$ cat config.mk
export PLATFORM = sky130hd
export DESIGN_NAME = rotate_seq_ctrl
export DESIGN_NICKNAME = d
export VERILOG_FILES = /design/src/rtl/rot_pkg.sv /design/src/rtl/rot_step.sv /design/src/rtl/rotate_seq_ctrl.sv
export SDC_FILE = /design/constraint.sdc
export NUM_CORES = 1
export LEC_CHECK = 0
export CAP_MARGIN = 15
export CORE_ASPECT_RATIO = 1.25
export CORE_MARGIN = 8
export CORE_UTILIZATION = 42
export CTS_CLUSTER_DIAMETER = 200
export CTS_CLUSTER_SIZE = 28
export DETAILED_ROUTE_END_ITERATION = 8
export GPL_ROUTABILITY_DRIVEN = 1
export MAX_ROUTING_LAYER = met4
export PLACE_DENSITY = 0.74
export SYNTH_ARGS = -nofsm -noshare
export SYNTH_HDL_FRONTEND = slang
export SYNTH_HIERARCHICAL = 1
export SYNTH_SLANG_ARGS = --single-unit
$ cat constraint.sdc
create_clock -name clk -period 1.1 [get_ports clk]
set_input_delay 0.165 -clock clk [delete_from_list [all_inputs] [get_ports clk]]
set_output_delay 0.165 -clock clk [all_outputs]
set_load 0.03 [all_outputs]
$ cat src/rtl/rot_pkg.sv
// Shared types and constants for the rotate sequencer and its single-step rotator.
package rot_pkg;

   typedef enum logic [1:0] {
      ST_IDLE   = 2'd0,
      ST_ROTATE = 2'd1,
      ST_DONE   = 2'd2
   } state_e;

   localparam logic DIR_RIGHT = 1'b0;
   localparam logic DIR_LEFT  = 1'b1;

endpackage : rot_pkg

$ cat src/rtl/rot_step.sv
// Combinational single-position circular rotator: right = {d[0], d[W-1:1]}, left = {d[W-2:0], d[W-1]}.
module rot_step
   import rot_pkg::*;
#(
   parameter int unsigned WIDTH = 6
) (
   input  logic [WIDTH-1:0] i_data,
   input  logic             i_dir,
   output logic [WIDTH-1:0] o_data_c
);

   logic [WIDTH-1:0] w_right;
   logic [WIDTH-1:0] w_left;

   assign w_right  = {i_data[0], i_data[WIDTH-1:1]};
   assign w_left   = {i_data[WIDTH-2:0], i_data[WIDTH-1]};
   assign o_data_c = (i_dir == DIR_LEFT) ? w_left : w_right;

endmodule : rot_step

$ cat src/rtl/rotate_seq_ctrl.sv
// Rotate sequencer: latches a pattern on start, rotates it one position per clock, pulses done.
// Optional macro ROT_HOLD_EN adds a hold input that stalls rotation while in ROTATE.
module rotate_seq_ctrl
   import rot_pkg::*;
#(
   parameter int unsigned WIDTH = 6,
   parameter int unsigned CNT_W = 4
) (
   input  logic             clk,
   input  logic             rst_n,
   input  logic             start,
   input  logic             dir,
   input  logic [WIDTH-1:0] load_val,
   input  logic [CNT_W-1:0] steps,
`ifdef ROT_HOLD_EN
   input  logic             hold,
`endif
   output logic [WIDTH-1:0] data_out,
   output logic             busy,
   output logic             done
);

   state_e           r_state;
   state_e           w_state_nxt;
   logic [WIDTH-1:0] r_data;
   logic [WIDTH-1:0] w_data_nxt;
   logic [WIDTH-1:0] w_rot;
   logic [CNT_W-1:0] r_cnt;
   logic [CNT_W-1:0] w_cnt_nxt;
   logic             r_dir;
   logic             w_dir_nxt;
   logic             r_busy;
   logic             r_done;
   logic             w_hold;

`ifdef ROT_HOLD_EN
   assign w_hold = hold;
`else
   assign w_hold = 1'b0;
`endif

   rot_step #(
      .WIDTH (WIDTH)
   ) u_rot_step (
      .i_data   (r_data),
      .i_dir    (r_dir),
      .o_data_c (w_rot)
   );

   // Next-state, datapath and counter decode
   always_comb begin
      w_state_nxt = r_state;
      w_data_nxt  = r_data;
      w_cnt_nxt   = r_cnt;
      w_dir_nxt   = r_dir;
      case (r_state)
         ST_IDLE: begin
            if (start) begin
               w_data_nxt  = load_val;
               w_cnt_nxt   = steps;
               w_dir_nxt   = dir;
               w_state_nxt = (steps != '0) ? ST_ROTATE : ST_DONE;
            end
         end
         ST_ROTATE: begin
            if (!w_hold) begin
               w_data_nxt = w_rot;
               w_cnt_nxt  = CNT_W'(r_cnt - CNT_W'(1));
               if (r_cnt == CNT_W'(1)) begin
                  w_state_nxt = ST_DONE;
               end
            end
         end
         ST_DONE: begin
            w_state_nxt = ST_IDLE;
         end
         default: begin
            w_state_nxt = ST_IDLE;
         end
      endcase
   end

   // State and datapath registers; busy/done registered from the next state
   always_ff @(posedge clk) begin
      if (!rst_n) begin
         r_state <= ST_IDLE;
         r_data  <= '0;
         r_cnt   <= '0;
         r_dir   <= DIR_RIGHT;
         r_busy  <= 1'b0;
         r_done  <= 1'b0;
      end else begin
         r_state <= w_state_nxt;
         r_data  <= w_data_nxt;
         r_cnt   <= w_cnt_nxt;
         r_dir   <= w_dir_nxt;
         r_busy  <= (w_state_nxt != ST_IDLE);
         r_done  <= (w_state_nxt == ST_DONE);
      end
   end

   assign data_out = r_data;
   assign busy     = r_busy;
   assign done     = r_done;

endmodule : rotate_seq_ctrl

Word level (Yosys, flattened, before mapping)
Index checks and enable logic that the tools add are counted.
- register bits after elaboration: 15
- output and inout bits: 8
- bits of input ports: 14
- equality and inequality tests: 4
- $add $sub $neg: 1
- mux-type cells: 9
- reductions and logical operators: 6
- operators with widths (operator ; count):
    two-way mux 6 bit ; 2
    case mux 6 bit (2 select lines) ; 1
    case mux 4 bit (2 select lines) ; 1
    two-way mux 2 bit ; 3
    == test 4 x 1 -> 1 bit, second input constant ; 1
    two-way mux 4 bit ; 1
    case mux 2 bit (2 select lines) ; 1
    AND reduction 2 bit ; 2
    nonzero test 2 bit ; 2
    nonzero test 4 bit ; 1
    subtractor 4 x 1 -> 4 bit, second input constant ; 1
    == test 2 x 1 -> 1 bit, second input constant ; 1
    == test 2 bit, second input constant ; 1
    logical NOT 2 bit ; 1
    inequality test 2 bit, second input constant ; 1

Depth between registers and ports, before layout
- depth in word-level cells: 5
- gate-level depth with buffers: 5
- gate-level depth less buffers: 5

By module
The synthesis kept the hierarchy.
- by module, submodules not included (module ; instances ; area each (sq um) ; cells each ; seq. area each (sq um)):
    rotate_seq_ctrl ; 1 ; 714.4 ; 77 ; 300.3
    rot_step ; 1 ; 101.3 ; 7 ; 0.0

Worst setup path before layout
OpenSTA, ideal clock, no wires.
- kind: register -> register
- from: register r_state[0]
- to: register r_data[0], in the netlist data_out[0]
- cell stages (with the launch flop): 6
- path slack: -0.026 ns
- required time: 0.979 ns
- library setup time: 0.121 ns
- arrival time: 1.005 ns
- cells stage by stage: dfxtp_1 buf_4 o21ba_2 buf_2 o21ai_0 a21oi_1
- word-level cells in the longest chain between the ends: 3
- elaborated cells on any way between the ends: 6
- classes of those cells: eq/ne (2); mux (1); reduce/logical (3)
- ends and longest elaborated chain (item ; line ; text):
    from (decl) ; rotate_seq_ctrl.sv:23 ; state_e r_state;
    from (signal assigned) ; rotate_seq_ctrl.sv:93 ; r_state <= w_state_nxt;
    == test 2 x 1 -> 1 bit or logical NOT 2 bit (tied branches) ; rotate_seq_ctrl.sv:56 ; case (r_state)
    nonzero test 2 bit (no line) or inequality test 2 bit (tied branches) ; - ;
    AND reduction 2 bit (no line) ; - ;
    to (signal assigned) ; rotate_seq_ctrl.sv:94 ; r_data <= w_data_nxt;
    to (decl) ; rotate_seq_ctrl.sv:25 ; logic [WIDTH-1:0] r_data;
Several ways; a longest one is shown, not always the timed one.
A chain may end at the register's enable or synchronous reset.

Final worst setup path
- from: register r_cnt[0]
- to: register r_cnt[3]
- word-level cells in the longest chain between the ends: 2
- ends and longest elaborated chain (item ; line ; text):
    from (decl) ; rotate_seq_ctrl.sv:28 ; logic [CNT_W-1:0] r_cnt;
    from (signal assigned) ; rotate_seq_ctrl.sv:95 ; r_cnt <= w_cnt_nxt;
    subtractor 4 x 1 -> 4 bit ; rotate_seq_ctrl.sv:68 ; w_cnt_nxt = CNT_W'(r_cnt - CNT_W'(1));
    case mux 4 bit (2 select lines) ; rotate_seq_ctrl.sv:56 ;
No other way between the ends.

==> impl_metrics.toml <==
[sta]
fin_crit_ps = 1160
max_slew_margin_pct = 80.8
fin_worst_skew_ps = 0.467
tightest_slew_ps = 285
fmax_mhz = 859
hold_viol_final = 0
min_period_over_period_pct = 106
finalSetupViolCount = 5
finalSetupTns_ps = -114
rsz0062_at_grt = "yes"
final_max_slew_viol_count = 0
worst_slack_ps = -64.0

[drt]
dr.first_iter.drc_count = 15
routed_wl_um = 2120
top_layer = "met4"
wl_met2_um = 1130
route.detailed.drc = 0
vias = 759
wl_met3_um = 56
wl_met1_um = 888
avgViaCountPerCell = 5.35
wire_per_inst_um = 14.9
postRouteAntennaNets = 0
first_pass_iters = 4

[cts]
clk_pin_slew_ps = 90
clkSinkCount = 15
htree_levels = 1
cts_tree = "yes"
clockBufferDepth = 2
cts_root_buf = "clkbuf_4"
cts_made_buffers = 3
hold_buffers = 0
clk_latency_ps = 290

[die]
die_w_um = 55.4
design.core.area_sq_um = 1910
die_y_um = 65.3
die_area_sq_um = 3620
fp-row-count = 18
start_util_pct = 42.6
ioPinCount = 22

[logic_synthesis]
syn_area_sq_um = 816
yosys.cell_types.count = 30
syn_inst = 84
syn-num-nets = 100
yosys_warnings = 6
synthArstFlopShare_pct = 0
synth_edf_count = 0
yosysSeqAreaShare_pct = 36.8
ys.flop_type = "dfxtp_1"
avgSynthCellArea_sq_um = 9.71
synth-seq-cells = 15

[global_routing]
antenna_found_initial = 0
grt_util_all_layers_pct = 11.1
grt_pass1_wl_um = 3240
grt_pass1_vias = 759
globalRouteOverflowTotal = 0
grt_max_degree = 13

[layout]
layout.nets = 139
area_delta_synth_final_pct = 56.0
final_cell_area_sq_um = 1270
antenna_cells = 0
layout.cells.non_filler = 142
fill_cells = 145
drive_above_1_share_pct = 44.3

[placement]
post-place-ws_ps = -283
dpl.cell_count = 137
post-dp-hpwl_um = 1540
place_area_sq_um = 1150
place.gp.congestion = 0.797
numPortBuffers = 21

[worst_hold_path]
hp-class = "input port to register"

[critical_path]
worstPathMaxFanout = 3
arrival_ps = 1410
crit_type = "register to register"
endpoint_kind = "register"
required_ps = 1340
critPathLaunchType = "register"

[flow_run]
cap_violations = 0

[power_and_ir_drop]
p_leak_nw = 0.554
power_mw = 1.59
ir_drop_mv = 0.874
p_per_area_nw_per_um2 = 1250

[outcome]
violations = "negative setup slack"
outcome = "complete, but fails checks"
[cell usage after synthesis, types with 2 or more instances]
master,n,area (sq um)
nor2b_1,2,12.5
nand2b_1,3,18.8
dfxtp_1,15,300
inv_1,5,18.8
ha_1,2,25.0
mux2_4,6,90.1
nor2_1,3,11.3
buf_4,2,15.0
o21ai_0,7,35.0
mux2i_1,7,70.1
nand3b_1,2,15.0
a21oi_1,12,60.1
[routing by layer]
| layer | GRT usage [%] | up-vias |
|---|---|---|
| met1 | 10.6 | 362 |
| met4 | 6.48 | 0 |
| li1 | - | 381 |
| met2 | 20.2 | 11 |
| met3 | 2.12 | 5 |
| met5 | - | - |
[state kept, by name (all words and copies together) (netlist names)]
signal	flops
r_cnt	4
r_dir	1
busy	1
done	1
r_state	2
data_out	6
[cell usage in the layout (no fill, tap or decap), drive strengths merged]
cell type / instances
nand3b: 2
buf: 26
o21ai: 7
inv: 5
nand2b: 3
a21oi: 12
nor3b: 1
nor4: 1
nor2: 3
or4: 1
clkdlybuf4s50: 13
mux2: 6
o221a: 1
o31ai: 1
a22oi: 1
nand3: 1
o311a: 1
clkbuf: 4
nor2b: 2
a21bo: 1
o2bb2ai: 1
nand2: 1
mux2i: 7
o21a: 1
a21boi: 1
ha: 2
a2bb2oi: 1
o21ba: 1
dfxtp: 15
[repair_timing]
item                       4_1_cts  5_1_grt
setup endpoints to repair       13       13
hold endpoints to repair         0        0
gates resized for setup         13       10
pin swaps                        6        7
buffers inserted                 1        0
[final timing paths]
| path | start | end | slack, ps | cells past startpoint |
|---|---|---|---|---|
| max | r_cnt[0] | r_cnt[3] | -60 | 3 |
| min | dir | r_dir | 500 | 3 |
| max reg2reg | r_cnt[0] | r_cnt[3] | -60 | 3 |
| min reg2reg | r_dir | r_dir | 560 | 2 |
[metrics by stage]
stage                     hold slack (ps)  utilization, %
after detailed placement              567            60.0
after global placement                527            60.0
final                                 503            66.5
after global routing                  540            66.5
after floorplan                       294               -
after CTS                             509            63.7
[power by group]
group	switching, mW	internal (mW)	total [mW]
Clock	0.183	0.141	0.325
Combinational	0.265	0.340	0.605
Sequential	0.0594	0.602	0.661
Total	0.508	1.08	1.59
[area by class of cell]
| type | count | area [sq um] | share of cell area [%] |
|---|---|---|---|
| Timing Repair Buffer | 39 | 358 | 28.1 |
| Sequential cell | 15 | 309 | 24.3 |
| Inverter | 5 | 18.8 | 1.47 |
| Clock buffer | 4 | 26.3 | 2.06 |
| Tap cell | 20 | 25.0 | 1.97 |
| Multi-Input combinational cell | 59 | 536 | 42.1 |
[critical path: stages (launching register included)]
cell     delay (ps)
dfxtp_2         350
or4_4           510
a21oi_2         150
o21a_1          110
[cell families (layout without fill, tap and decap cells)]
kind of cell	Yosys count	count (layout)	synth area share (%)
AOI/OAI and AO/OA	29	29	22.5
adders and majority gates	2	2	3.07
buffers and inverters	10	48	6.59
DFF	15	15	36.8
muxes	13	13	19.6
and+or+nand+nor	15	15	11.3
Note: power is estimated with default switching activity, not from simulation.
